===== src/rtl/pipeline_pkg.sv =====
// Shared pipeline definitions: default datapath width,
// the canonical NOP and the {pc, instr} stage bundle.
package pipeline_pkg;

  localparam int DEF_XLEN = 32;

  localparam logic [31:0] NOP_INSTR = 32'h0000_0013;

  typedef struct packed {
    logic [DEF_XLEN-1:0] pc;
    logic [DEF_XLEN-1:0] instr;
  } pipe_t;

endpackage


===== src/rtl/if_id_queue.sv =====
// Fetch-to-decode instruction queue: first-word fall-through
// FIFO of {pc, instr} with flush and occupancy count.
module if_id_queue
  import pipeline_pkg::*;
#(
  parameter int XLEN  = DEF_XLEN,
  parameter int DEPTH = 2
) (
  input  logic                       clk,
  input  logic                       rst,
  input  logic                       flush,
  input  logic                       in_valid,
  output logic                       in_ready,
  input  logic [XLEN-1:0]            in_pc,
  input  logic [XLEN-1:0]            in_instr,
  output logic                       out_valid,
  input  logic                       out_ready,
  output logic [XLEN-1:0]            out_pc,
  output logic [XLEN-1:0]            out_pc_plus4,
  output logic [XLEN-1:0]            out_instr,
  output logic [$clog2(DEPTH+1)-1:0] count
);

  localparam int PW = $clog2(DEPTH);
  localparam int CW = $clog2(DEPTH+1);
  localparam logic [CW-1:0] FULL = CW'(DEPTH);

  logic [XLEN-1:0] pc_q    [DEPTH];
  logic [XLEN-1:0] instr_q [DEPTH];
  logic [DEPTH-1:0] vld;
  logic [PW-1:0]    rd_ptr;
  logic [PW-1:0]    wr_ptr;
  logic [XLEN-1:0]  last_pc;
  logic             push;
  logic             pop;

  // Handshake qualification; flush suppresses both sides.
  always_comb begin
    in_ready  = (count != FULL);
    out_valid = vld[rd_ptr];
    push      = in_valid && in_ready && !flush;
    pop       = out_valid && out_ready && !flush;
  end

  // Head presentation; pc holds its last value while empty.
  always_comb begin
    out_pc       = out_valid ? pc_q[rd_ptr] : last_pc;
    out_pc_plus4 = out_pc + XLEN'(4);
    out_instr    = out_valid ? instr_q[rd_ptr] : XLEN'(NOP_INSTR);
  end

  // Entry storage; contents need no reset, validity is tracked apart.
  always_ff @(posedge clk) begin
    if (push) begin
      pc_q[wr_ptr]    <= in_pc;
      instr_q[wr_ptr] <= in_instr;
    end
  end

  // Pointers, occupancy, valid bits and held head pc.
  always_ff @(posedge clk) begin
    if (rst) begin
      rd_ptr  <= '0;
      wr_ptr  <= '0;
      count   <= '0;
      vld     <= '0;
      last_pc <= '0;
    end else if (flush) begin
      rd_ptr <= '0;
      wr_ptr <= '0;
      count  <= '0;
      vld    <= '0;
      if (out_valid) last_pc <= pc_q[rd_ptr];
    end else begin
      if (out_valid) last_pc <= pc_q[rd_ptr];
      if (pop) begin
        vld[rd_ptr] <= 1'b0;
        rd_ptr      <= rd_ptr + PW'(1);
      end
      if (push) begin
        vld[wr_ptr] <= 1'b1;
        wr_ptr      <= wr_ptr + PW'(1);
      end
      unique case ({push, pop})
        2'b10:   count <= count + CW'(1);
        2'b01:   count <= count - CW'(1);
        default: count <= count;
      endcase
    end
  end

endmodule

===== config.mk =====
export PLATFORM = sky130hd
export DESIGN_NAME = if_id_queue
export DESIGN_NICKNAME = d
export VERILOG_FILES = /design/src/rtl/pipeline_pkg.sv /design/src/rtl/if_id_queue.sv
export SDC_FILE = /design/constraint.sdc
export NUM_CORES = 1
export LEC_CHECK = 0
export BUFFER_PORTS_ARGS = -buffer_cell sky130_fd_sc_hd__clkbuf_2
export CORE_MARGIN = 2
export CORE_UTILIZATION = 30
export CTS_BUF_LIST = sky130_fd_sc_hd__clkbuf_16
export DETAILED_ROUTE_END_ITERATION = 10
export GPL_ROUTABILITY_DRIVEN = 1
export SETUP_SLACK_MARGIN = 0.3
export SYNTH_ARGS = -nofsm -noshare
export SYNTH_HDL_FRONTEND = slang
export SYNTH_SLANG_ARGS = --single-unit

===== constraint.sdc =====
create_clock -name clk -period 7.5 [get_ports clk]
set_input_delay 0.375 -clock clk [delete_from_list [all_inputs] [get_ports clk]]
set_output_delay 0.375 -clock clk [all_outputs]
set_load 0.1 [all_outputs]

======== After elaboration in Yosys (flattened, before gate mapping) ========
Memory sizes are Yosys's and may differ from the RTL's. A register that Yosys moved wholly into a read port is not among the register bits.
Cells that the tools add are included.
cells by class
  shift-type cells ........................ 0
  add/sub/neg operators ................... 5
  reductions and logical operators ........ 9
  magnitude comparators ................... 4
  multiply operators ...................... 0
  multiplexer cells ....................... 19
  equal/unequal tests ..................... 3
  bitwise gates (word level) .............. 3
  div/mod/pow operators ................... 0
operators by type and width
  operator                                                  count
  two-way mux 32 bit                                        2
  adder 32 x 3 -> 32 bit, second input constant             1
  two-way mux 1 bit                                         10
  two-way mux 2 bit                                         4
  logical AND 1 bit                                         6
  < comparator 1 x 2 -> 1 bit, second input constant        2
  case mux 2 bit (2 select lines)                           1
  adder 1 bit, second input constant                        2
  adder 2 x 1 -> 2 bit, second input constant               1
  AND 2 bit                                                 1
  demux 1 bit (select 1 bit)                                2
  == test 2 x 1 -> 1 bit, second input constant             1
  == test 2 bit, second input constant                      1
  greater-or-equal comparator 1 bit, second input constant  2
  != test 2 bit, second input constant                      1
  NOT 2 bit                                                 1
  OR 2 bit                                                  1
  nonzero test 2 bit                                        1
  OR reduction 2 bit                                        1
  subtractor 2 x 1 -> 2 bit, second input constant          1
  zero test 1 bit                                           1
word-level totals
  bits in read-only memories .............. 0
  logic and storage cells ................. 50
  input port bits ......................... 69
  bits in latches ......................... 0
  flip-flop bits (word level) ............. 38
  RAM bits ................................ 128
  memories kept ........................... 2
memory list
  memory   depth  width  rd ports  clocked after memory_dff  write ports  line               source
  instr_q  2      32     1         1                         1            if_id_queue.sv:29  logic [XLEN-1:0] instr_q [DEPTH];
  pc_q     2      32     1         1                         1            if_id_queue.sv:28  logic [XLEN-1:0] pc_q [DEPTH];

======== Logic depth before layout (Yosys ltp) ========
  depth after elaboration ................. 11
  gate-level depth with buffers ........... 16
  gate-level depth less buffers ........... 11

======== Worst setup path before layout ========
OpenSTA, ideal clock, no wires.
  path type ............................... flip-flop to output port
  start point ............................. reg rd_ptr
  end point ............................... out out_pc_plus4[20]
  cell stages (with the launch flop) ...... 16
  path slack .............................. 0.446 ns
  buffers on the path ..................... 4
  arrival time ............................ 6.679 ns
  cell sequence ........................... dfxtp_1 > mux2i_2 > buf_6 > buf_6 > buf_2 > buf_2 > nor2_1 > a21oi_1 > inv_1 > ha_1 > inv_1 > a211oi_2 > o2bb2a_4 > or3_4 > nor2_2 > xnor2_1
on the way
  cells in the longest elaborated chain, start to end .. 4
RTL lines
  element                                                line               source
  start: declaration                                     if_id_queue.sv:31  logic [PW-1:0] rd_ptr;
  start signal: assignment                               if_id_queue.sv:78  rd_ptr <= rd_ptr + PW'(1);
  two-way mux 1 bit (not written as such) (2 in series)  if_id_queue.sv:40  out_valid = vld[rd_ptr];
  two-way mux 32 bit                                     --
  net out_pc[2]                                          if_id_queue.sv:18  output logic [XLEN-1:0] out_pc,
  adder 32 x 3 -> 32 bit                                 if_id_queue.sv:48  out_pc_plus4 = out_pc + XLEN'(4);
  end: declaration                                       if_id_queue.sv:19  output logic [XLEN-1:0] out_pc_plus4,
The timed path passes the listed nets, and every way through them passes these cells. The select of a mux whose other input is x is not followed.

======== Worst setup path after layout ========
  start point ............................. reg rd_ptr
  end point ............................... out out_pc_plus4[24]
on the way
  cells in the longest elaborated chain, start to end .. 4
RTL lines
  element                                                line
  two-way mux 1 bit (not written as such) (2 in series)  if_id_queue.sv:40
  two-way mux 32 bit                                     --
  adder 32 x 3 -> 32 bit                                 if_id_queue.sv:48
No other way between the ends. The select of a mux whose other input is x is not followed.

==> impl_metrics.py <==
metrics = {
    "die": {
        "die_h_um": 159,
        "start_util_pct": 30.6,
        "core_sq_mm": 0.0235,
        "die_area_sq_mm": 0.0252,
        "pin_count": 169,
        "rows": 56,
        "die_w_um": 159,
    },
    "layout": {
        "layout-drive-gt1-share_pct": 30.3,
        "nets": 807,
        "stdcell_area_sq_mm": 0.00892,
        "n_antenna_cell": 0,
        "area_growth_syn_to_layout_pct": 24.0,
        "final_util_pct": 37.9,
        "stdcell_count": 1068,
    },
    "routing": {
        "ant_nets": 0,
        "routed_wl_um": 16000,
        "viasPerCell": 4.48,
        "drt_iter0_drc": 211,
        "post-route-drc-count": 0,
        "via_count": 4783,
        "drt_pass1_iterations": 7,
        "routedWlPerCell_um": 15.0,
    },
    "flow_run": {
        "drv_cap": 0,
    },
    "grt": {
        "grt_overflow": 0,
        "grt_pass1_wl_um": 25600,
        "grt_max_degree": 66,
        "grt_usage_pct": 13.0,
        "grt_pass1_vias": 4813,
        "antenna_found_initial": 3,
    },
    "pwr": {
        "p_leak_nw": 3.36,
        "cellPowerDensity_mw_per_mm2": 247,
        "irDropWorstVdd_uv": 124,
        "totalPowerFinal_mw": 2.20,
    },
    "worst_setup_path": {
        "critPathBufInv": 4,
        "cp_common_cell": "inv_1",
        "r2r_cells": 6,
        "crit_slowest_cell": "mux2i_4",
        "worstSetupStartpoint": "rd_ptr",
        "r2r-end": "count[1]",
        "required_ns": 7.12,
        "crit_family": "buffers and inverters",
        "path_class": "register to output port",
        "r2r_setup_slack_ns": 4.90,
        "cp.arrival_ns": 4.41,
        "cp_max_fo": 37,
        "endpoint_kind": "output port",
        "cp_slowest_stage_delay_ns": 0.72,
        "critPathLaunchType": "register",
        "r2r-start": "rd_ptr",
        "crit_chain": "mux2i_4 > buf_4 > a21oi_1 > inv_1 > ha_1 > inv_1 > a211oi_2 > o2bb2a_4 > nor4_4 > o21ai_0 > xnor2_1 > clkbuf_2",
    },
    "sta": {
        "fin_worst_skew_ns": 0.00995,
        "worst_slack_ns": 2.71,
        "rsz0062_at_grt": "false",
        "drv_slew": 0,
        "fmax_mhz": 209,
        "setup_violations": 0,
        "worst_hold_slack_ns": 0.139,
        "tns_ns": 0,
        "worst_pin_slew_ns": 0.907,
        "max_slew_margin_pct": 39.5,
        "fin_crit_ns": 4.79,
        "period_share_pct": 63.8,
        "finalHoldViolations": 0,
    },
    "yosys": {
        "synth_edf_count": 128,
        "netlist_instances": 574,
        "synth_seq_cells": 167,
        "syn_avg_cell_area_sq_um": 12.5,
        "synthArstFlopShare_pct": 0,
        "ys_seq_area_share_pct": 64.3,
        "ys_warn_count": 0,
        "ys.flop_type": "edfxtp_1",
        "netlist_area_sq_mm": 0.00720,
        "synth_cell_types": 52,
        "syn-num-nets": 645,
    },
    "run_status": {
        "status": "completed",
    },
    "placement": {
        "place_ws_ns": 3.07,
        "portBuffers": 168,
        "routabilityCongestion": 0.759,
        "dp_hpwl_um": 11300,
        "place_area_sq_mm": 0.00831,
        "dp.cells": 1036,
    },
    "clocking": {
        "postCtsResizedCells": 0,
        "numCtsBuffers": 17,
        "post_cts_buffers": 0,
        "htreeDepth": 4,
        "clk_pin_slew_worst_paths_ns": 0.07,
        "cts_tree": "built",
        "cts-root-buf": "clkbuf_16",
        "cts_hold_buf": 0,
        "clock_latency_ns": 0.42,
        "cts_buffer_depth": 2,
        "cts_sinks": 167,
    },
    "hold_path": {
        "hp-start": "in_instr[10]",
        "hold_end": "instr_q[1][10]",
        "min_path_type": "input port to register",
        "worstHoldPathCells": 1,
    },
}
-- placed cells by master (no fill, tap or decap), drive strengths merged, types with 15 or more instances in the layout --
cell type / Yosys / routed
clkbuf: 6 / 185
edfxtp: 128 / 128
nor2: 78 / 78
mux2i: 64 / 64
dfxtp: 39 / 39
nand2: 36 / 36
inv: 27 / 35
xnor2: 27 / 27
a21oi: 26 / 26
o21ai: 25 / 25
nand3: 15 / 15
-- synth_stat cells, types with 3 or more instances --
| master | count | share of area [%] |
|---|---|---|
| nor2_1 | 74 | 3.9 |
| nor2_2 | 4 | 0.35 |
| buf_6 | 5 | 0.78 |
| edfxtp_1 | 128 | 53 |
| nand2_1 | 36 | 1.9 |
| a21oi_1 | 25 | 1.7 |
| inv_1 | 26 | 1.4 |
| buf_2 | 11 | 0.76 |
| mux2i_1 | 63 | 8.8 |
| nor3_1 | 7 | 0.49 |
| a22oi_1 | 6 | 0.63 |
| xor2_1 | 3 | 0.37 |
| buf_4 | 3 | 0.31 |
| o21ai_0 | 23 | 1.6 |
| a32oi_1 | 4 | 0.49 |
| clkbuf_1 | 6 | 0.31 |
| xnor2_1 | 27 | 3.3 |
| nand4_1 | 3 | 0.26 |
| and3_1 | 3 | 0.26 |
| buf_1 | 4 | 0.21 |
| a31oi_1 | 4 | 0.35 |
| dfxtp_1 | 39 | 11 |
| nand3_1 | 15 | 1.0 |
| nor2b_1 | 11 | 0.96 |
| nand3b_1 | 8 | 0.83 |
-- worst max path at each step --
stage	endpoint	slack, ns	cells after the start
after detailed placement	out_pc_plus4[24]	3.07	12
after floorplan	out_pc_plus4[20]	0.45	15
after global routing	out_pc_plus4[24]	2.28	12
after global placement	out_pc_plus4[24]	3.14	11
after CTS	out_pc_plus4[24]	2.58	11
final	out_pc_plus4[24]	2.71	12
-- flip-flops by register name (all words and copies together) (netlist names), named ones only --
name,cells
last_pc,32
pc_q,64
instr_q,64
vld,2
rd_ptr,1
wr_ptr,1
count,2
-- power breakdown --
part / total [mW] / switching, mW / internal (mW)
clock network: 0.903 / 0.395 / 0.508
registers: 1.03 / 0.0104 / 1.02
logic: 0.266 / 0.219 / 0.0473
total: 2.20 / 0.625 / 1.58
-- final cells by class --
type	count	area (sq um)
Fill cell	2356	14600
Sequential cell	167	4630
Multi-Input combinational cell	351	2310
Timing Repair Buffer	172	871
Clock buffer	17	425
Tap cell	319	399
Clock inverter	15	188
Inverter	27	101
-- kinds of logic (layout without fill, tap and decap cells) --
| group | Yosys count | after routing | share of synthesized area (%) |
|---|---|---|---|
| AOI/OAI and AO/OA | 75 | 75 | 6.64 |
| buffers and inverters | 56 | 231 | 3.79 |
| muxes | 64 | 64 | 8.95 |
| xor gates and xnor gates | 30 | 30 | 3.65 |
| adders and majority gates | 2 | 2 | 0.348 |
| DFF | 167 | 167 | 64.3 |
| and+or+nand+nor | 180 | 180 | 12.4 |
-- worst register-to-register path: stages, from the launching register on --
cell and delay (ns):
dfxtp_1 0.46, mux2i_4 0.72, buf_4 0.46, nor3_1 0.09
ha_1 0.32, or3_1 0.35, a21oi_1 0.13
-- layer usage --
metal / global-route usage (%) / wire length [um] / vias up
li1: - / - / 2376
met1: 16.2 / 7160 / 2230
met2: 21.1 / 7410 / 148
met3: 5.17 / 1170 / 23
met4: 3.80 / 240 / 6
met5: 0 / 44 / -
(Power assumes the default switching activity.)
